`config.mk`:
```
export PLATFORM = sky130hd
export DESIGN_NAME = mac_pipe
export DESIGN_NICKNAME = d
export VERILOG_FILES = /design/src/rtl/mac_pipe.sv
export SDC_FILE = /design/constraint.sdc
export NUM_CORES = 1
export LEC_CHECK = 0
export ABC_CLOCK_PERIOD_IN_PS = 9800
export CORE_UTILIZATION = 55
export DETAILED_ROUTE_END_ITERATION = 8
export HOLD_SLACK_MARGIN = 0.05
export MAX_ROUTING_LAYER = met4
export PLACE_DENSITY = 0.73
export SETUP_SLACK_MARGIN = 0.5
export SLEW_MARGIN = 20
export SYNTH_ARGS = -nofsm -noshare
export SYNTH_HDL_FRONTEND = slang
export SYNTH_SLANG_ARGS = --single-unit
```
`constraint.sdc`:
```
create_clock -name clk -period 9.8 [get_ports clk]
set_clock_uncertainty 0.05 [all_clocks]
set_input_delay 1.96 -clock clk [delete_from_list [all_inputs] [get_ports clk]]
set_output_delay 1.96 -clock clk [all_outputs]
set_load 0.02 [all_outputs]
```
`src/rtl/mac_pipe.sv`:
```
// Two-stage pipelined multiply-accumulate with restart, term count and sticky overflow.
// Optional build macro MAC_SAT_EN: clamp the accumulator on overflow instead of wrapping.
module mac_pipe #(
    parameter int DATA_W = 16,
    parameter int ACC_W  = 39,
    parameter int SIGNED = 0,
    parameter int CNT_W  = 8
) (
    input  logic              clk,
    input  logic              R,
    input  logic              valid_in,
    input  logic              first_in,
    input  logic [DATA_W-1:0] X,
    input  logic [DATA_W-1:0] B,
    output logic [ACC_W-1:0]  y,
    output logic              valid_out,
    output logic [CNT_W-1:0]  acc_cnt,
    output logic              ovf
);

    localparam int PW  = 2 * DATA_W;
    localparam bit SGN = (SIGNED != 0);

    logic              x_ext;
    logic              b_ext;
    logic [PW-1:0]     x_w;
    logic [PW-1:0]     b_w;
    logic [PW-1:0]     prod;

    logic [PW-1:0]     p_q;
    logic              v1;
    logic              f1;

    logic [ACC_W-1:0]  p_ext;
    logic [ACC_W:0]    sum_w;
    logic              ovf_now;
    logic [ACC_W-1:0]  sat_val;
    logic [ACC_W-1:0]  acc_nxt;
    logic [CNT_W-1:0]  cnt_nxt;

    // Operands are widened to the product width first, so the low PW
    // bits of the multiply are the exact signed or unsigned product.
    assign x_ext = SGN & X[DATA_W-1];
    assign b_ext = SGN & B[DATA_W-1];
    assign x_w   = {{DATA_W{x_ext}}, X};
    assign b_w   = {{DATA_W{b_ext}}, B};
    assign prod  = x_w * b_w;

    always_ff @(posedge clk) begin
        if (R) begin
            p_q <= '0;
            v1  <= 1'b0;
            f1  <= 1'b0;
        end else begin
            v1 <= valid_in;
            f1 <= valid_in & first_in;
            if (valid_in) begin
                p_q <= prod;
            end
        end
    end

    generate
        if (ACC_W > PW) begin : g_ext
            logic p_sign;
            assign p_sign = SGN & p_q[PW-1];
            assign p_ext  = {{(ACC_W-PW){p_sign}}, p_q};
        end else begin : g_noext
            assign p_ext = p_q;
        end
    endgenerate

    assign sum_w = {1'b0, y} + {1'b0, p_ext};

    always_comb begin
        ovf_now = 1'b0;
        sat_val = '1;
        if (SGN) begin
            ovf_now = (y[ACC_W-1] == p_ext[ACC_W-1]) &&
                      (sum_w[ACC_W-1] != y[ACC_W-1]);
            // Clamp toward the common sign of the two addends.
            sat_val = y[ACC_W-1] ? {1'b1, {(ACC_W-1){1'b0}}}
                                 : {1'b0, {(ACC_W-1){1'b1}}};
        end else begin
            ovf_now = sum_w[ACC_W];
        end
    end

`ifdef MAC_SAT_EN
    assign acc_nxt = ovf_now ? sat_val : sum_w[ACC_W-1:0];
`else
    assign acc_nxt = sum_w[ACC_W-1:0];
`endif

    assign cnt_nxt = (&acc_cnt) ? acc_cnt : acc_cnt + CNT_W'(1);

    always_ff @(posedge clk) begin
        if (R) begin
            y         <= '0;
            valid_out <= 1'b0;
            acc_cnt   <= '0;
            ovf       <= 1'b0;
        end else begin
            valid_out <= v1;
            if (v1) begin
                if (f1) begin
                    y       <= p_ext;
                    acc_cnt <= CNT_W'(1);
                    ovf     <= 1'b0;
                end else begin
                    y       <= acc_nxt;
                    acc_cnt <= cnt_nxt;
                    ovf     <= ovf | ovf_now;
                end
            end
        end
    end

endmodule

```
==> summary.md, run 1 <==
| Metric | Value |
|---|---|
| Max-slew headroom | 42.3% |
| Placed instance count | 1954 |
| RSZ-0062 raised after global routing | false |
| Yosys warns | 0 |
| Clock root buffer | clkbuf_16 |
| Setup crit start | X[9] |
| Clk pin slew, worst setup/hold paths | 0.07 ns |
| Seq cells post-synth | 83 |
| Crit-path max FO | 16 |
| Core Area | 24200 sq um |
| Final hold viol count | 0 |
| Hold WC Path Type | flop to flop |
| CP Class | input port to flop |
| Gr usage total | 28.9% |
| GP Congestion | 0.942 |
| CP arrival | 8.61 ns |
| Crit end category | flop |
| Vias in the first global route | 10742 |
| Post-route insts no fill | 1970 |
| Die ar. | 25200 sq um |
| Num ports | 85 |
| Syn Nets | 1979 |
| Reg-to-Reg Start | p_q[0] |
| Final hold slack | 0.422 ns |
| Worst-margin pin slew | 0.863 ns |
| N_diodes | 0 |
| Layout cells sized above 1 | 2.79% |
| WP data required | 9.96 ns |
| Layout area overhead | 9.62% |
| DRT iter0 DRCs | 951 |
| Leak Pwr | 0.00701 uW |
| Remaining Overflow, GRT | 0 |
| Rows | 57 |
| Vias per inst | 5.76 |
| Filler Cell Count | 2146 |
| Maximum VDD drop | 0.334 mV |
| Die H | 159 um |
| Starting Density | 55.8% |
| Htree depth | 3 |
| CTS tree | built |
| Register area share after synthesis | 12.3% |
| Final Max Tran Viols | 0 |
| Area contributors post-synth | fa_1, ha_1, dfxtp_1 |
| Residual DRC | 0 |
| Port buffer count | 84 |
| DP HPWL | 27.4 mm |
| Clock group share of total power | 7.3% |
| Post-synth top flop | dfxtp_1 |
| Peak Freq | 118 MHz |
| Final min period | 8.45 ns |
| Mapped Cells | 1611 |
| Setup_tns | 0 ns |
| Power Internal | 2290 uW |
| Sequential share of power | 9.2% |
| Post-synth top area share | 28.8% |
| MaxCap Viol Count | 0 |
| Hold path start | ovf |
| Largest net degree at the start of global routing | 73 |
| Clock sinks | 83 |
| Initial antenna violation count | 0 |
| # resized after CTS | 0 |
| Comb power frac | 83.5% |
| Synth area leader | fa_1 |
| Routed wire length | 34.3 mm |
| Final instance area | 14800 sq um |
| Num CTS Buffers | 9 |
| Fin nets | 2009 |
| Power per cell area | 339 nW/um^2 |
| Outcome | complete, no violations |
| Pre-antenna DRT Iters | 6 |
| Synth cell count leaders | inv_1, nand2_1, fa_1 |
| Tcrit/Tclk final | 86.2% |
| Sw frac | 54.4% |
| Syn Std Cell Area | 13500 sq um |
| CTS Buffer Depth | 2 |
| Mean Syn Cell Area | 8.40 sq um |
| Startpoint types | input port |
| Clock latency on the worst-skew pair | 0.35 ns |
| Remaining antenna violation count | 0 |
| Distinct cells, synth | 66 |
| Async SR Flop Fraction | 0% |
| DP Area | 14500 sq um |
| EDFF count, synth | 0 |
| First-pass GRT wire length | 56.4 mm |
| Post-CTS Hold Buffers | 0 |
| Vias | 11347 |
| Final setup violating endpoints | 0 |
| WL/cell | 17.4 um |
| Net Sw Power | 2740 uW |
| DIE WIDTH | 159 um |
| Post-CTS setup buffer count | 0 |
[per-layer routing]
| metal | wire [um] | vias up | track usage (%) | part of all wire [%] |
|---|---|---|---|---|
| li1 | - | 5320 | - | - |
| met1 | 14900 | 5569 | 39.9 | 43 |
| met2 | 16300 | 396 | 45.2 | 48 |
| met3 | 2360 | 62 | 3.94 | 6.9 |
| met4 | 710 | 0 | 6.82 | 2.1 |
| met5 | 0 | - | - | 0 |
[cell usage in the layout, fill, tap and decap left out, drive strengths merged, types with 11 or more instances in the layout]
cell type      instances
a21oi                 70
nor3                  11
o21ai                 52
a211oi                19
clkdlybuf4s50         83
inv                  243
a311oi                13
dfxtp                 83
nand4                 12
xor2                  22
xnor2                 30
nand2                237
and2                 113
a21o                  22
nand3                 23
nor2                  86
o211ai                18
a31oi                 18
and3                  20
fa                   195
mux2i                 16
ha                   137
[worst paths after layout]
check,endpoint,slack [ns],cells past startpoint
max,p_q[28],1.35,21
min,ovf,0.42,1
max reg2reg,y[38],6.61,11
min reg2reg,ovf,0.42,1
[cells by family (layout without fill, tap and decap cells)]
family | count (synthesis) | after routing | synth area share, %
buffers and inverters | 311 | 346 | 8.91
DFF | 83 | 83 | 12.3
AOI/OAI and AO/OA | 277 | 277 | 13.8
adders and majority gates | 332 | 332 | 41.5
and+or+nand+nor | 540 | 540 | 19.0
muxes | 16 | 16 | 1.18
xor gates and xnor gates | 52 | 52 | 3.36
[worst max-delay path: stages]
cell	delay, ns
clkdlybuf4s50_1	0.76
and2_1	0.37
fa_1	0.53
inv_1	0.05
fa_1	0.47
fa_1	0.53
inv_1	0.06
fa_1	0.50
fa_1	0.54
inv_1	0.05
fa_1	0.53
inv_1	0.04
ha_1	0.43
nand2_1	0.11
o21ai_0	0.33
a211oi_1	0.14
a21oi_1	0.36
o21bai_1	0.18
o31ai_1	0.31
mux2i_1	0.21
o311ai_0	0.14
[through the flow]
step / worst slack, ns / util, % / total power, uW
after detailed placement: 1.10 / 59.9 / 4630
after global routing: 0.975 / 61.2 / 5590
after CTS: 1.46 / 61.2 / 5020
after floorplan: 2.40 / - / 3590
final: 1.35 / 61.2 / 5030
after global placement: 1.20 / 59.9 / 4620
[power by group through the flow]
stage	registers, uW	clock network [uW]	logic [uW]
finish	464	366	4200
global route	467	387	4730
CTS	461	371	4190
detailed placement	469	0	4160
global placement	468	0	4160
floorplan	449	0	3140
[sequential cells by signal (all words and copies together), names as in the netlist]
name       count
acc_cnt        8
f1             1
ovf            1
p_q           32
v1             1
valid_out      1
y             39
[area by class of cell]
class | instances | area [sq um] | share of cell area, %
multi-input cells | 1217 | 10700 | 71.9
flip-flops and latches | 83 | 1660 | 11.2
repair buffers | 92 | 896 | 6.04
inverters | 238 | 893 | 6.02
well taps | 324 | 405 | 2.73
clock buffers | 9 | 225 | 1.52
clock inverters | 7 | 87.6 | 0.590
No activity file was read; power rests on OpenSTA's default activity.
==> run 2, diff against run 1 <==
CORE_UTILIZATION = 62   (was 55)
PLACE_DENSITY = 0.81   (was 0.73)
==> run 2 against run 1 <==
  * Total power down 4.4%
  * Clock-buffer cell count up 1
  * Register-to-register slack better by 0.06 ns
  * Maximum frequency up 0.93%
  * Routed wire length down 4.3%
  * Non-clock buffer count down 2
  * Combinational power down 4%
  * Worst hold slack better by 0.0030 ns
  * Sequential power down 3%
  * Critical endpoint is now p_q[29]
==> summary.md, run 2 (synthesized netlist as in run 1, its figures left out) <==
| Metric | Value |
|---|---|
| Core Area | 21200 sq um |
| DIE WIDTH | 150 um |
| Max FFs per register | 39 |
| Sequential cell area | 1660 sq um |
| Vias in the first global route | 11178 |
| Filler Cell Count | 1708 |
| Tcrit/Tclk final | 85.4% |
| Multi-input logic area | 10700 sq um |
| Power per cell area | 326 nW/um^2 |
| Die H | 150 um |
| Rows | 53 |
| Htree depth | 3 |
| Final hold slack | 0.425 ns |
| Hold path depth | 1 |
| Reg2Reg Depth | 11 |
| Pre-antenna DRT Iters | 5 |
| Max incr delay on CP | 0.78 ns |
| Post-CTS Hold Buffers | 0 |
| CTS Buffer Depth | 2 |
| Clock latency on the worst-skew pair | 0.34 ns |
| Fin nets | 2007 |
| Most frequent cells in the layout | inv_1, nand2_1, fa_1 |
| Num CTS Buffers | 9 |
| DP Area | 14500 sq um |
| DRT iter0 DRCs | 688 |
| Largest regs | y (39), p_q (32), acc_cnt (8) |
| Clk pin slew, worst setup/hold paths | 0.06 ns |
| Final min period | 8.37 ns |
| Setup_tns | 0 ns |
| Die ar. | 22400 sq um |
| Post-CTS setup buffer count | 0 |
| RSZ-0062 raised after global routing | false |
| GP Congestion | 0.958 |
| Maximum VDD drop | 0.333 mV |
| Port buffer count | 84 |
| First-pass GRT wire length | 54.3 mm |
| Worst path slowest cell | clkdlybuf4s50_1 |
| Gr usage total | 31.6% |
| Biggest register | y |
| Leak Pwr | 0.00698 uW |
| Clock sinks | 83 |
| CP Class | input port to flop |
| Max-slew headroom | 48.7% |
| Final Max Tran Viols | 0 |
| Remaining Overflow, GRT | 0 |
| Crit-path max FO | 16 |
| Hold WC Path Type | flop to flop |
| Layout area overhead | 8.84% |
| Initial antenna violation count | 0 |
| Residual DRC | 0 |
| Worst-margin pin slew | 0.767 ns |
| Peak Freq | 119 MHz |
| Final cell utilization of the core | 69.4% |
| WP data required | 9.98 ns |
| CP cell instances | clkdlybuf4s50_1, and2_1, fa_1, inv_1, fa_1, fa_1, fa_1, inv_1, fa_1, inv_1, fa_1, inv_1, ha_1, nand2_1, nor2_1, nand3_1, o211ai_1, o21ai_1, a311oi_1, nor3_1, a211o_1 |
| Starting Density | 63.8% |
| Num ports | 85 |
| Remaining antenna violation count | 0 |
| CP most frequent cell | fa_1 |
| Final instance area | 14700 sq um |
| Startpoint types | input port |
| CP arrival | 8.55 ns |
| Routed wire length | 32.8 mm |
| Final hold viol count | 0 |
| N_diodes | 0 |
| DP HPWL | 26.0 mm |
| CTS tree | built |
| Outcome | complete, no violations |
| MaxCap Viol Count | 0 |
| WL/cell | 17.1 um |
| Crit end category | flop |
| Largest net degree at the start of global routing | 73 |
| # resized after CTS | 0 |
| Layout cells sized above 1 | 2.56% |
| Final setup violating endpoints | 0 |
| Vias | 11275 |
| Vias per inst | 5.88 |
| Clock root buffer | clkbuf_16 |
## run 2: cell count changes in the layout (fill, tap and decap cells not counted)
cell,change
inv_6,-4
buf_4,-2
clkinvlp_4,+2
clkbuf_1,+1
inv_8,-2
clkinv_2,+2
## run 2: worst paths after layout
check	start	end	slack [ns]
setup / recovery	X[5]	p_q[29]	1.43
hold / removal	ovf	ovf	0.42
setup reg to reg	y[0]	y[38]	6.67
hold reg to reg	ovf	ovf	0.42
## run 2: stage by stage
step	setup WS (ns)	power [uW]	cells
after floorplan	2.40	3590	1611
after global routing	1.02	5390	1918
after detailed placement	1.13	4460	1903
after global placement	1.25	4380	1903
after CTS	1.47	4820	1918
final	1.43	4810	1918
## run 2: final cells by class
type,count,area share [%]
clock inverter,5,0.374
timing repair buffer,90,5.98
sequential,83,11.3
multi-input combinational,1217,72.4
clock buffer,10,1.55
inverter,238,6.06
tap,275,2.34
## run 2: worst max-delay path: cells and delay by family
| kind | cells | cell delay [ns] |
|---|---|---|
| AND/OR/NAND/NOR | 5 | 0.82 |
| buffers and inverters | 5 | 0.99 |
| adder cells (fa/ha/maj) | 7 | 3.51 |
| AO/OA/AOI/OAI | 4 | 1.25 |
## run 2: metal layers
| metal | global-route usage, % | part of all wire (%) | vias up |
|---|---|---|---|
| met3 | 3.69 | 5.3 | 73 |
| met2 | 51.4 | 50 | 365 |
| li1 | - | - | 5314 |
| met1 | 40.9 | 42 | 5523 |
| met4 | 10.6 | 2.7 | 0 |
| met5 | - | 0 | - |
## run 2: power breakdown
part	switching, uW	internal, uW
registers	49.5	399
clock network	138	195
logic	2360	1670
total	2540	2260
